### src/rtl/adder_pg_stage_pkg.sv
// -----------------------------------------------------------------------------
// adder_pg_stage_pkg
// Shared definitions for the first stage of the parallel-prefix adder:
// default operand/tag widths and the occupancy-state encoding of the
// 2-entry skid buffer.
// -----------------------------------------------------------------------------
package adder_pg_stage_pkg;

  localparam int LEN_DATA_DEF = 32;
  localparam int LEN_TAG_DEF  = 4;

  // Occupancy of the skid buffer (number of beats held).
  typedef enum logic [1:0] {
    ST_EMPTY = 2'd0,
    ST_ONE   = 2'd1,
    ST_FULL  = 2'd2
  } state_e;

endpackage

### src/rtl/adder_pg_stage_pg_entry_calc.sv
// -----------------------------------------------------------------------------
// pg_entry_calc
// Combinational operand conditioning and bitwise generate/propagate/half-sum
// computation for one beat.
// Ports:
//   i_a, i_b  operands
//   i_cin     carry-in (ignored when i_sub = 1)
//   i_sub     1 = compute A - B (B inverted, carry-in forced to 1)
//   o_gen     generate vector, carry-in folded into bit 0
//   o_prop    propagate vector (equal to the half-sum)
//   o_hsum    half-sum vector A ^ B'
// -----------------------------------------------------------------------------
module pg_entry_calc
  import adder_pg_stage_pkg::*;
#(
  parameter int LEN_DATA = LEN_DATA_DEF
) (
  input  logic [LEN_DATA-1:0] i_a,
  input  logic [LEN_DATA-1:0] i_b,
  input  logic                i_cin,
  input  logic                i_sub,
  output logic [LEN_DATA-1:0] o_gen,
  output logic [LEN_DATA-1:0] o_prop,
  output logic [LEN_DATA-1:0] o_hsum
);

  logic [LEN_DATA-1:0] w_b_cond;
  logic [LEN_DATA-1:0] w_hsum;
  logic [LEN_DATA-1:0] w_gen_raw;
  logic                w_c;

  assign w_b_cond  = i_sub ? ~i_b : i_b;
  assign w_c       = i_sub ? 1'b1 : i_cin;
  assign w_hsum    = i_a ^ w_b_cond;
  assign w_gen_raw = i_a & w_b_cond;

  // Folding the carry-in into gen[0] lets the prefix tree run without a
  // separate cin input; prop[0] deliberately stays the plain half-sum bit.
  assign o_gen  = {w_gen_raw[LEN_DATA-1:1], w_gen_raw[0] | (w_hsum[0] & w_c)};
  assign o_prop = w_hsum;
  assign o_hsum = w_hsum;

endmodule

### src/rtl/adder_pg_stage.sv
// -----------------------------------------------------------------------------
// adder_pg_stage
// First pipeline stage of the parallel-prefix adder. Computes per-bit
// generate/propagate/half-sum vectors for each accepted beat and holds them in
// a 2-entry skid buffer (head H drives the outputs, skid S catches the beat
// arriving while downstream stalls). in_ready is a flop, so out_ready never
// reaches in_ready combinationally.
// Ports:
//   clk, rst                 clock (rising edge), async active-high reset
//   in_valid/in_ready        upstream handshake
//   in_a, in_b, in_cin,
//   in_sub, in_tag           operand beat
//   out_valid/out_ready      downstream handshake
//   gen_out, prop_out,
//   hsum_out, tag_out        fields of the head beat (0 when out_valid = 0)
// -----------------------------------------------------------------------------
module adder_pg_stage
  import adder_pg_stage_pkg::*;
#(
  parameter int LEN_DATA = LEN_DATA_DEF,
  parameter int LEN_TAG  = LEN_TAG_DEF
) (
  input  logic                clk,
  input  logic                rst,
  input  logic                in_valid,
  output logic                in_ready,
  input  logic [LEN_DATA-1:0] in_a,
  input  logic [LEN_DATA-1:0] in_b,
  input  logic                in_cin,
  input  logic                in_sub,
  input  logic [LEN_TAG-1:0]  in_tag,
  output logic                out_valid,
  input  logic                out_ready,
  output logic [LEN_DATA-1:0] gen_out,
  output logic [LEN_DATA-1:0] prop_out,
  output logic [LEN_DATA-1:0] hsum_out,
  output logic [LEN_TAG-1:0]  tag_out
);

  // One buffer entry = {gen, prop, hsum, tag}.
  localparam int LEN_ENT = 3 * LEN_DATA + LEN_TAG;

  logic [LEN_DATA-1:0] w_gen;
  logic [LEN_DATA-1:0] w_prop;
  logic [LEN_DATA-1:0] w_hsum;
  logic [LEN_ENT-1:0]  w_new;

  state_e              r_state;
  state_e              w_state_nxt;
  logic                r_in_ready;
  logic                r_out_valid;
  logic [LEN_ENT-1:0]  r_h;
  logic [LEN_ENT-1:0]  r_s;
  logic [LEN_ENT-1:0]  w_h_nxt;
  logic [LEN_ENT-1:0]  w_s_nxt;
  logic                w_accept;
  logic                w_consume;

  // Vectors are computed before storage so both entries hold final g/p/hsum.
  pg_entry_calc #(
    .LEN_DATA (LEN_DATA)
  ) u_pg_entry_calc (
    .i_a    (in_a),
    .i_b    (in_b),
    .i_cin  (in_cin),
    .i_sub  (in_sub),
    .o_gen  (w_gen),
    .o_prop (w_prop),
    .o_hsum (w_hsum)
  );

  assign w_new     = {w_gen, w_prop, w_hsum, in_tag};
  assign w_accept  = in_valid & r_in_ready;
  assign w_consume = r_out_valid & out_ready;

  // Next-state and buffer-update decode for the occupancy FSM.
  always_comb begin
    w_state_nxt = r_state;
    w_h_nxt     = r_h;
    w_s_nxt     = r_s;
    case (r_state)
      ST_EMPTY: begin
        if (w_accept) begin
          w_state_nxt = ST_ONE;
          w_h_nxt     = w_new;
        end else begin
          w_state_nxt = ST_EMPTY;
        end
      end
      ST_ONE: begin
        if (w_accept && !w_consume) begin
          w_state_nxt = ST_FULL;
          w_s_nxt     = w_new;
        end else if (w_consume && !w_accept) begin
          // Clearing H keeps the data outputs at 0 whenever nothing is valid.
          w_state_nxt = ST_EMPTY;
          w_h_nxt     = {LEN_ENT{1'b0}};
        end else if (w_accept && w_consume) begin
          w_state_nxt = ST_ONE;
          w_h_nxt     = w_new;
        end else begin
          w_state_nxt = ST_ONE;
        end
      end
      ST_FULL: begin
        // in_ready is 0 here, so only a consume can happen.
        if (w_consume) begin
          w_state_nxt = ST_ONE;
          w_h_nxt     = r_s;
          w_s_nxt     = {LEN_ENT{1'b0}};
        end else begin
          w_state_nxt = ST_FULL;
        end
      end
      default: begin
        w_state_nxt = ST_EMPTY;
        w_h_nxt     = {LEN_ENT{1'b0}};
        w_s_nxt     = {LEN_ENT{1'b0}};
      end
    endcase
  end

  // State, buffer entries and registered handshake flags.
  always_ff @(posedge clk or posedge rst) begin
    if (rst) begin
      r_state     <= ST_EMPTY;
      r_h         <= {LEN_ENT{1'b0}};
      r_s         <= {LEN_ENT{1'b0}};
      r_in_ready  <= 1'b0;
      r_out_valid <= 1'b0;
    end else begin
      r_state     <= w_state_nxt;
      r_h         <= w_h_nxt;
      r_s         <= w_s_nxt;
      r_in_ready  <= (w_state_nxt != ST_FULL);
      r_out_valid <= (w_state_nxt != ST_EMPTY);
    end
  end

  assign in_ready  = r_in_ready;
  assign out_valid = r_out_valid;
  assign gen_out   = r_h[LEN_ENT-1 -: LEN_DATA];
  assign prop_out  = r_h[LEN_ENT-LEN_DATA-1 -: LEN_DATA];
  assign hsum_out  = r_h[LEN_TAG +: LEN_DATA];
  assign tag_out   = r_h[LEN_TAG-1:0];

endmodule

### config.mk
export PLATFORM = sky130hd
export DESIGN_NAME = adder_pg_stage
export DESIGN_NICKNAME = d
export VERILOG_FILES = /design/src/rtl/adder_pg_stage_pkg.sv /design/src/rtl/adder_pg_stage_pg_entry_calc.sv /design/src/rtl/adder_pg_stage.sv
export SDC_FILE = /design/constraint.sdc
export NUM_CORES = 1
export LEC_CHECK = 0
export CORE_AREA = 2 2 158 160
export DETAILED_ROUTE_END_ITERATION = 8
export DIE_AREA = 0 0 160 162
export HOLD_SLACK_MARGIN = 0.06
export MAX_ROUTING_LAYER = met4
export PLACE_DENSITY_LB_ADDON = 0.25
export SETUP_SLACK_MARGIN = 0.02
export SKIP_LAST_GASP = 1
export SYNTH_ARGS = -nofsm -noshare
export SYNTH_HDL_FRONTEND = slang
export SYNTH_SLANG_ARGS = --single-unit
export TNS_END_PERCENT = 20
### constraint.sdc
create_clock -name clk -period 5.32 [get_ports clk]
set_input_delay 1.064 -clock clk [delete_from_list [all_inputs] [get_ports clk]]
set_output_delay 1.064 -clock clk [all_outputs]
set_load 0.01 [all_outputs]
Word-level counts from Yosys, hierarchy flattened

Index checks and enable logic that the tools add are counted.

Flip-flop bits (word level): 204
Output and inout bits: 102

Eq/ne operators: 8
Reductions and logical operators: 9
Bitwise gates (word level): 8
Muxes and demuxes: 16

Operators by type and width:

| operator                                             | number |
|---|---|
| two-way mux 100 bit                                  | 7 |
| case mux 100 bit (3 select lines)                    | 2 |
| AND 32 bit                                           | 1 |
| two-way mux 32 bit                                   | 1 |
| inverter 32 bit                                      | 1 |
| XOR 32 bit                                           | 1 |
| inequality test 2 bit (second input constant)        | 5 |
| case mux 2 bit (3 select lines)                      | 1 |
| two-way mux 2 bit                                    | 2 |
| AND reduction 4 bit                                  | 1 |
| AND 1 bit                                            | 3 |
| logical AND 1 bit                                    | 3 |
| two-way mux 1 bit                                    | 3 |
| inequality test 3 bit (second input constant)        | 1 |
| AND reduction 3 bit                                  | 1 |
| equality test 2 x 1 -> 1 bit (second input constant) | 1 |
| equality test 2 bit (second input constant)          | 1 |
| zero test 1 bit                                      | 2 |
| zero test 2 bit                                      | 1 |
| nonzero test 2 bit                                   | 1 |
| inverter 1 bit                                       | 1 |
| OR 1 bit                                             | 1 |

Depth between registers and ports, before layout

Gate-level depths: netlist (run 1).

Depth in word-level cells: 9
Gate-level depth with buffers: 10

Hierarchy

A second synthesis (run 1) with hierarchy kept.

Cells, all modules: 1,107
Area total of the unflattened synthesis: 11,312.1 µm²

By module, submodules not included:

| module         | area an instance (µm²) | cells each | times used |
|---|---|---|---|
| adder_pg_stage | 10,308.6               | 1,005      | 1 |
| pg_entry_calc  | 1,003.5                | 102        | 1 |

Worst setup path before layout (run 1)

No wires, ideal clock.

Path kind: input to register
Start point: in in_sub
End point: reg r_h[68]
Path buffers: 2
Arrival time: 2.355 ns
Cell stages on the path: 8
Setup slack: 2.841 ns
Cells stage by stage: clkbuf_1 > buf_2 > xor2_1 > ha_1 > o21a_1 > o22ai_1 > o21a_1 > o2bb2ai_1

Cells in the longest elaborated chain, start to end: 8

Ends and longest elaborated chain:

| element                               | line                               | source |
|---|---|---|
| start: declaration                    | adder_pg_stage.sv:30               | `input logic in_sub,` |
| two-way mux 32 bit                    | adder_pg_stage_pg_entry_calc.sv:32 | `assign w_b_cond = i_sub ? ~i_b : i_b;` |
| XOR 32 bit                            | adder_pg_stage_pg_entry_calc.sv:34 | `assign w_hsum = i_a ^ w_b_cond;` |
| AND 1 bit                             | adder_pg_stage_pg_entry_calc.sv:39 | `assign o_gen = {w_gen_raw[LEN_DATA-1:1], w_gen_raw[0] \| (w_hsum[0] & w_c)};` |
| OR 1 bit (*)                          | adder_pg_stage_pg_entry_calc.sv:39 |  |
| two-way mux 100 bit                   | adder_pg_stage.sv:98               | `end else if (w_accept && w_consume) begin` |
| two-way mux 100 bit                   | adder_pg_stage.sv:94               | `end else if (w_consume && !w_accept) begin` |
| two-way mux 100 bit                   | adder_pg_stage.sv:91               | `if (w_accept && !w_consume) begin` |
| case mux 100 bit (3 select lines) (*) | adder_pg_stage.sv:81               | `case (r_state)` |
| end signal: assignment                | adder_pg_stage.sv:127              | `r_h <= {LEN_ENT{1'b0}};` |
| end signal: assignment                | adder_pg_stage.sv:133              | `r_h <= w_h_nxt;` |
| end: declaration                      | adder_pg_stage.sv:52               | `logic [LEN_ENT-1:0] r_h;` |

Mark *: on every way between the ends. The rest lies on a longest branch, timed or not. The select of a mux whose other input is x is not followed.
A chain may end at the register's enable or synchronous reset.

Worst setup path in the final report (run 1)

Start point: in out_ready
End point: reg r_s[57]

Cells in the longest elaborated chain, start to end: 5

Ends and longest elaborated chain:

| element                           | line                  | source |
|---|---|---|
| start: declaration                | adder_pg_stage.sv:33  | `input logic out_ready,` |
| AND 1 bit (*)                     | adder_pg_stage.sv:74  | `assign w_consume = r_out_valid & out_ready;` |
| zero test 1 bit                   | adder_pg_stage.sv:91  |  |
| logical AND 1 bit                 | adder_pg_stage.sv:91  |  |
| inequality test 2 bit (no line)   | --                    |  |
| AND reduction 3 bit (no line) (*) | --                    |  |
| end signal: assignment            | adder_pg_stage.sv:128 | `r_s <= {LEN_ENT{1'b0}};` |
| end signal: assignment            | adder_pg_stage.sv:134 | `r_s <= w_s_nxt;` |
| end: declaration                  | adder_pg_stage.sv:53  | `logic [LEN_ENT-1:0] r_s;` |

Mark *: on every way between the ends. The rest lies on a longest branch, timed or not.

==> reports/results.tsv, run 1 <==
metric	value	unit
synthCells	699	
r2r-end	r_s[57]	
routedWlPerCell	17.9	µm
rsz0062_at_grt	no	
hp-class	register to register	
tightest_slew	1.01	ns
clk_pin_slew	0.06	ns
timing.final.crit_share	0.589	
dpl.hpwl	13.4	mm
antenna_found_initial	1	
holdPathEnd	r_s[50]	
cts_setup_buffers	0	
io_buffer_count	175	
p_leak	0.00431	µW
drt-total-wl	20.7	mm
instances_no_fill	1157	
cap_violations	0	
gp_congestion	0.799	
fin_ws	2.18	ns
grt_pass1_wl	33.2	mm
nets	927	
clock_sinks	140	
area_delta_synth_final	33.3	%
yosys-top-cells-count	140 x dfrtp_1, 140 x nand2_1, 68 x nand3_1, 50 x a22oi_1, 48 x o2bb2ai_1	
syn_area	7190	µm²
final_util	0.398	
cts_inserted_buffers	17	
ys_types	30	
crit_required	5.63	ns
ioPinCount	176	
global_route.usage.total	0.169	
synth_area_leaders	dfrtp_1 49%, nand2_1 7.3%, ha_1 5.9%	
synth_top_area_share	0.487	
grt_pass1_vias	5828	
detail_route.first_pass.iterations	4	
crit_path_frequent_cell	nand2_1	
dieWidth	160	µm
fillCellCount	2422	
dr.first_iter.drc_count	395	
finalClockSkew	0.00869	ns
die_h	162	µm
syn_nets	807	
setup-violations-final	0	
ys_seq_area_frac	0.487	
critPathBufInv	2	
drive_gt1_frac	0.0950	
power.total	5840	µW
vdd_drop_max	0.340	mV
cpPeakStageDelay	0.55	ns
via_per_inst	4.85	
synth_edf_count	0	
num_rows	57	
hold_viol_final	0	
min-delay-start	r_s[50]	
cts_tree	done	
r2r_slack	2.48	ns
synth_seq_cells	140	
gr-total-overflow	0	
worstPathArrival	3.44	ns
hold_buffers	0	
pre_cts_ws	1.70	ns
cts_resized	0	
insertion_delay	0.42	ns
worstSetupStartpointType	input pin	
yosys_warnings	0	
vias	5611	
cp_slowest_cell	clkdlybuf4s50_1	
holdPathStages	2	
worstPathMaxFanout	38	
grt_max_degree	102	
end_kind	register	
htreeDepth	4	
slew_violations	0	
place_inst	1124	
postRouteAntennaNets	0	
outcome	completed	
slew-limit-headroom	0.324	
yosys_most_used_dff	dfrtp_1	
cts_root_buffer	clkbuf_16	
setup_tns	0	ns
synth.avg_cell_area	10.3	µm²
coreArea	24100	µm²
post-route-drc-count	0	
r2r_start	r_state[1]	
min_period	3.14	ns
fp.dieArea	25900	µm²
path_class	input pin to register	
yosys.area.top_type	dfrtp_1	
worst-r2r-cell-count	6	
async_flop_share	1.00	
max_freq	319	MHz
powerDensity	609	nW/µm²
critical-path-top-delay-family	buffers and inverters	
worstPathCellList	clkdlybuf4s50_1 > nand2_1 > ha_1 > o21ai_1 > nand2_2 > buf_4 > nand3_1 > nand2_1	
clk_path_buf_depth	2	
start_util	0.298	
metrics by stage:
step | hold WS [ns] | cell area (µm²)
2_1_floorplan | 0.438 | 7190
3_3_place_gp | 0.449 | 8990
3_5_place_dp | 0.456 | 8990
4_1_cts | 0.469 | 9590
5_1_grt | 0.482 | 9590
6_report | 0.467 | 9590
layout make-up:
class / count / area (µm²) / share of cell area
inverter: 4 / 20.0 / 0.00209
clock buffer: 20 / 457 / 0.0476
timing repair buffer: 191 / 1880 / 0.196
antenna: 1 / 2.50 / 0.000261
multi-input combinational: 465 / 3190 / 0.332
tap: 324 / 405 / 0.0423
clock inverter: 12 / 139 / 0.0145
sequential: 140 / 3500 / 0.365
how the worst max path moves through the flow:
stage               startpoint  endpoint  cells past startpoint
floorplan                  rst  in_ready                      1
global route         out_ready   r_s[99]                      8
global placement     out_ready   r_s[99]                      8
CTS                  out_ready   r_s[96]                      8
finish               out_ready   r_s[57]                      8
detailed placement   out_ready    r_s[0]                      8
power breakdown:
part | internal, µW | total, µW | switching, µW
logic | 1220 | 2770 | 1560
registers | 1520 | 1860 | 334
clock network | 719 | 1210 | 490
cells by family after synthesis:
group / after synthesis / share of synthesized area
compound gates: 150 / 0.178
xor+xnor: 32 / 0.0390
fa+ha+maj: 34 / 0.0591
buf+inv: 94 / 0.0763
flops: 140 / 0.487
mux: 17 / 0.0237
simple gates: 232 / 0.137
worst register-to-register path, stage by stage, from the launching register on:
cell and delay (ns):
dfrtp_1 0.74, buf_4 0.40, nand3_1 0.23, nand2_2 0.71
buf_4 0.49, nand3_1 0.13, nand2_1 0.09
metal layers:
layer | vias up | global-route usage | share of wire
met1 | 2777 | 0.227 | 0.48
met2 | 137 | 0.263 | 0.47
met3 | 17 | 0.0245 | 0.034
met5 | - | - | 0
li1 | 2680 | - | -
met4 | 0 | 0.0553 | 0.015
registers in the layout (all words and copies together) (netlist names):
register and cells:
in_ready 1, r_h 68, r_s 68, out_valid 1, r_state 2
cell usage in the layout (no fill, tap or decap), types with 2 or more instances in the layout:
master	count
xor2_1	32
buf_4	15
o21ai_0	2
ha_1	34
a22oi_1	50
clkinv_4	3
clkbuf_16	17
o2bb2ai_1	48
inv_1	3
a21oi_1	18
mux2i_1	17
nor2_1	19
clkbuf_8	2
clkdlybuf4s50_1	174
nand3_1	68
nor2b_4	2
o2bb2ai_2	20
o21a_1	2
inv_6	3
dfrtp_1	140
clkinvlp_4	4
o21ai_1	2
nand2_1	139
bufinv_16	2
a21oi_4	3
Note: power is estimated with default switching activity, not from simulation.
==> run 2: changes to the inputs <==
==> constraint.sdc (replaced) <==
create_clock -name clk -period 3.1 [get_ports clk]
set_input_delay 0.62 -clock clk [delete_from_list [all_inputs] [get_ports clk]]
set_output_delay 0.62 -clock clk [all_outputs]
set_load 0.01 [all_outputs]
==> reports/results.tsv, run 2 (synthesized netlist as in run 1, its figures left out) <==
metric	value	unit
outcome	completed	
fillCellCount	2410	
cts_resized	0	
io_buffer_count	175	
start_util	0.298	
cts_root_buffer	clkbuf_16	
hold_buffers	0	
critPathBufInv	3	
path_class	input pin to register	
dieWidth	160	µm
vias	5609	
coreArea	24100	µm²
place_inst	1134	
clk_pin_slew	0.06	ns
antenna_found_initial	0	
critical-path-top-delay-family	buffers and inverters	
tightest_slew	0.676	ns
num_rows	57	
instances_no_fill	1166	
drt-total-wl	20.5	mm
hp-class	register to register	
die_h	162	µm
detail_route.first_pass.iterations	5	
fin_hold_ws	0.464	ns
cts_inserted_buffers	17	
gp_congestion	0.761	
reg_top3	r_h: 68 flops, r_s: 68 flops, r_state: 2 flops	
layout_commonest_cell	clkdlybuf4s50_1	
insertion_delay	0.42	ns
p_leak	0.00443	µW
max_freq	457	MHz
rsz0062_at_grt	no	
nets	937	
gr-total-overflow	0	
post-route-drc-count	0	
num_antenna_cells	0	
timing.final.crit_share	0.706	
end_kind	register	
worstPathArrival	2.53	ns
powerDensity	1050	nW/µm²
grt_pass1_wl	32.6	mm
min_period	2.19	ns
via_per_inst	4.81	
cts_setup_buffers	0	
htreeDepth	4	
layout_common_cells	174 x clkdlybuf4s50_1, 140 x dfrtp_1, 139 x nand2_1, 68 x nand3_1, 50 x a22oi_1	
cpPeakStageDelay	0.52	ns
setup-violations-final	0	
fp.dieArea	25900	µm²
cts_tree	done	
area_delta_synth_final	36.5	%
setup_tns	0	ns
dr.first_iter.drc_count	352	
global_route.usage.total	0.166	
ioPinCount	176	
clk_path_buf_depth	2	
vdd_drop_max	0.410	mV
routedWlPerCell	17.6	µm
hold_viol_final	0	
drive_gt1_frac	0.107	
postRouteAntennaNets	0	
cp_slowest_cell	clkdlybuf4s50_1	
grt_pass1_vias	5760	
dpl.hpwl	13.5	mm
cap_violations	0	
clock_sinks	140	
slew_violations	0	
worstPathCellList	clkdlybuf4s50_1 > nand2_1 > inv_1 > ha_1 > o21bai_1 > a21oi_4 > buf_4 > o2bb2ai_1	
grt_max_degree	41	
worstSetupStartpointType	input pin	
crit_required	3.44	ns
finalClockSkew	0.00735	ns
slew-limit-headroom	0.548	
worstPathMaxFanout	11	
-- run 2: metrics by stage --
stage | utilization | area, µm² | total power [µW] | worst slack, ns
floorplan | - | 7200 | 6130 | 0.731
global placement | 0.380 | 9170 | 8150 | 0.496
detailed placement | 0.380 | 9170 | 8180 | 0.484
CTS | 0.407 | 9820 | 10400 | 0.911
global route | 0.407 | 9820 | 11000 | 0.774
finish | 0.407 | 9820 | 10300 | 0.910
-- run 2: path summary, 6_finish.rpt --
check                      startpoint  slack, ns  cells past startpoint        end
setup / recovery             in_valid       0.91                      8    r_h[94]
hold / removal                r_s[81]       0.46                      2    r_s[81]
setup reg to reg           r_state[1]       0.95                      5  out_valid
hold reg to reg               r_s[81]       0.46                      2    r_s[81]
max in group asynchronous         rst       1.81                      3    r_s[91]
min in group asynchronous         rst       0.65                      2    r_h[86]
-- run 2: cell type report --
class                   instances  area (µm²)  share of cell area
clock buffers                  24         522              0.0531
clock inverters                 8         128              0.0130
inverters                       4        18.8             0.00191
multi-input cells             465        3190               0.325
flip-flops and latches        140        3500               0.357
well taps                     324         405              0.0413
repair buffers                201        2050               0.209
-- run 2: report_power, final --
group	leakage [µW]	switching, µW	internal [µW]	total, µW
Combinational	0.00226	2650	2240	4890
Sequential	0.00185	593	2610	3200
Clock	0.000315	786	1420	2210
Total	0.00443	4030	6270	10300
-- run 2: worst reg2reg max path, cell delays in order (launching register included) --
cell and delay, ns:
dfrtp_1 0.73, buf_4 0.41, nor2b_4 0.10, buf_4 0.26, a22o_1 0.26, a211o_1 0.28
-- run 2: layer usage --
metal / part of all wire / track usage
met5: 0 / -
met4: 0.011 / 0.0500
met3: 0.037 / 0.0273
met2: 0.46 / 0.251
met1: 0.49 / 0.230
==> run 3: changes to the inputs <==
==> constraint.sdc (replaced) <==
create_clock -name clk -period 2.3 [get_ports clk]
set_input_delay 0.46 -clock clk [delete_from_list [all_inputs] [get_ports clk]]
set_output_delay 0.46 -clock clk [all_outputs]
set_load 0.01 [all_outputs]
==> reports/results.tsv, run 3 (synthesized netlist as in run 1, its figures left out) <==
metric	value	unit
num_rows	57	
clock_sinks	140	
wl_met1	10.1	mm
cts_root_buffer	clkbuf_16	
gr-total-overflow	0	
instances_no_fill	1168	
place_inst	1137	
slew_violations	0	
cts_tree	done	
hp-class	input pin to async pin	
via_per_inst	4.86	
vias	5679	
io_buffer_count	175	
dieWidth	160	µm
cts_setup_buffers	0	
crit_required	1.84	ns
post-route-drc-count	0	
wl_met3	671	µm
worstSetupStartpointType	register	
routed.top_layer	met4	
path_class	register to output port	
slew-limit-headroom	0.643	
min_period	1.93	ns
postRouteAntennaNets	0	
detail_route.first_pass.iterations	5	
cts_resized	0	
num_antenna_cells	0	
htreeDepth	4	
critical-path-top-delay-family	buffers and inverters	
antenna_found_initial	0	
critPathBufInv	1	
end_kind	output port	
reg_top3	r_h: 68 flops, r_s: 68 flops, r_state: 2 flops	
setup_tns	0	ns
ioPinCount	176	
hold_viol_final	0	
hold_buffers	0	
setup-violations-final	0	
global_route.usage.total	0.168	
coreArea	24100	µm²
cts_inserted_buffers	17	
timing.final.crit_share	0.838	
dpl.hpwl	14.0	mm
dr.first_iter.drc_count	424	
grt_max_degree	53	
clk_pin_slew	0.06	ns
layout_common_cells	174 x clkdlybuf4s50_1, 140 x dfrtp_1, 139 x nand2_1, 68 x nand3_1, 50 x a22oi_1	
clk_path_buf_depth	2	
worstPathArrival	1.47	ns
die_h	162	µm
cp_slowest_cell	clkdlybuf4s50_1	
grt_pass1_wl	33.2	mm
met2_length	9.55	mm
tightest_slew	0.535	ns
cap_violations	0	
routedWlPerCell	17.6	µm
drt-total-wl	20.5	mm
cpPeakStageDelay	0.59	ns
finalClockSkew	0.00927	ns
p_leak	0.00446	µW
fp.dieArea	25900	µm²
nets	940	
placed_cell_area	9290	µm²
drive_gt1_frac	0.109	
powerDensity	1420	nW/µm²
layout_commonest_cell	clkdlybuf4s50_1	
outcome	completed	
worstPathCellList	clkdlybuf4s50_1	
vdd_drop_max	0.811	mV
grt_pass1_vias	5805	
max_freq	519	MHz
start_util	0.298	
gp_congestion	0.768	
r2r_slack	0.52	ns
stdcell_area	9900	µm²
area_delta_synth_final	37.5	%
rsz0062_at_grt	no	
insertion_delay	0.42	ns
worstPathMaxFanout	3	
[run 3: changes by cell type in the layout (fill, tap and decap cells not counted), sizes merged]
cell      delta
buf          +3
clkbuf       -2
bufinv       -1
clkinv       +1
clkinvlp     +1
[run 3: path summary, 6_finish.rpt]
kind | from | to | depth (start not counted)
worst min register to register | r_s[86] | r_s[86] | 2
max in group asynchronous | rst | r_h[56] | 3
worst min-delay path | rst | r_h[84] | 2
worst max register to register | r_state[1] | r_h[68] | 5
worst max-delay path | r_h[45] | prop_out[9] | 1
min in group clk | r_s[86] | r_s[86] | 2
[run 3: per-stage QoR]
stage | hold WS, ns | power (µW) | utilization | setup WS, ns
3_5_place_dp | 0.455 | 11400 | 0.385 | 0.0636
2_1_floorplan | 0.438 | 8270 | - | 0.0909
3_3_place_gp | 0.448 | 11300 | 0.385 | 0.0860
6_report | 0.449 | 14000 | 0.411 | 0.372
4_1_cts | 0.452 | 14200 | 0.411 | 0.338
5_1_grt | 0.483 | 15000 | 0.411 | 0.313
[run 3: cell type report]
type	count	area [µm²]
clock buffer	22	494
inverter	4	18.8
clock inverter	9	110
multi-input combinational	465	3190
fill	2395	14200
sequential	140	3500
timing repair buffer	204	2180
tap	324	405
[run 3: metal layers]
| metal | global-route usage | vias to the layer above |
|---|---|---|
| met3 | 0.0276 | 16 |
| met2 | 0.254 | 136 |
| li1 | - | 2705 |
| met4 | 0.0479 | 0 |
| met5 | - | - |
| met1 | 0.233 | 2822 |
[run 3: power breakdown]
| part | internal (µW) | total (µW) | leakage [µW] | switching [µW] |
|---|---|---|---|---|
| clock network | 1740 | 2780 | 0.000291 | 1050 |
| registers | 3520 | 4300 | 0.00185 | 780 |
| logic | 3280 | 6950 | 0.00232 | 3670 |
[run 3: worst reg2reg max path, delay by kind of cell, from the launching register on]
family	cells	cell delay, ns
buffers and inverters	1	0.18
flip-flops	1	0.65
AO/OA/AOI/OAI	3	0.60
AND/OR/NAND/NOR	1	0.26
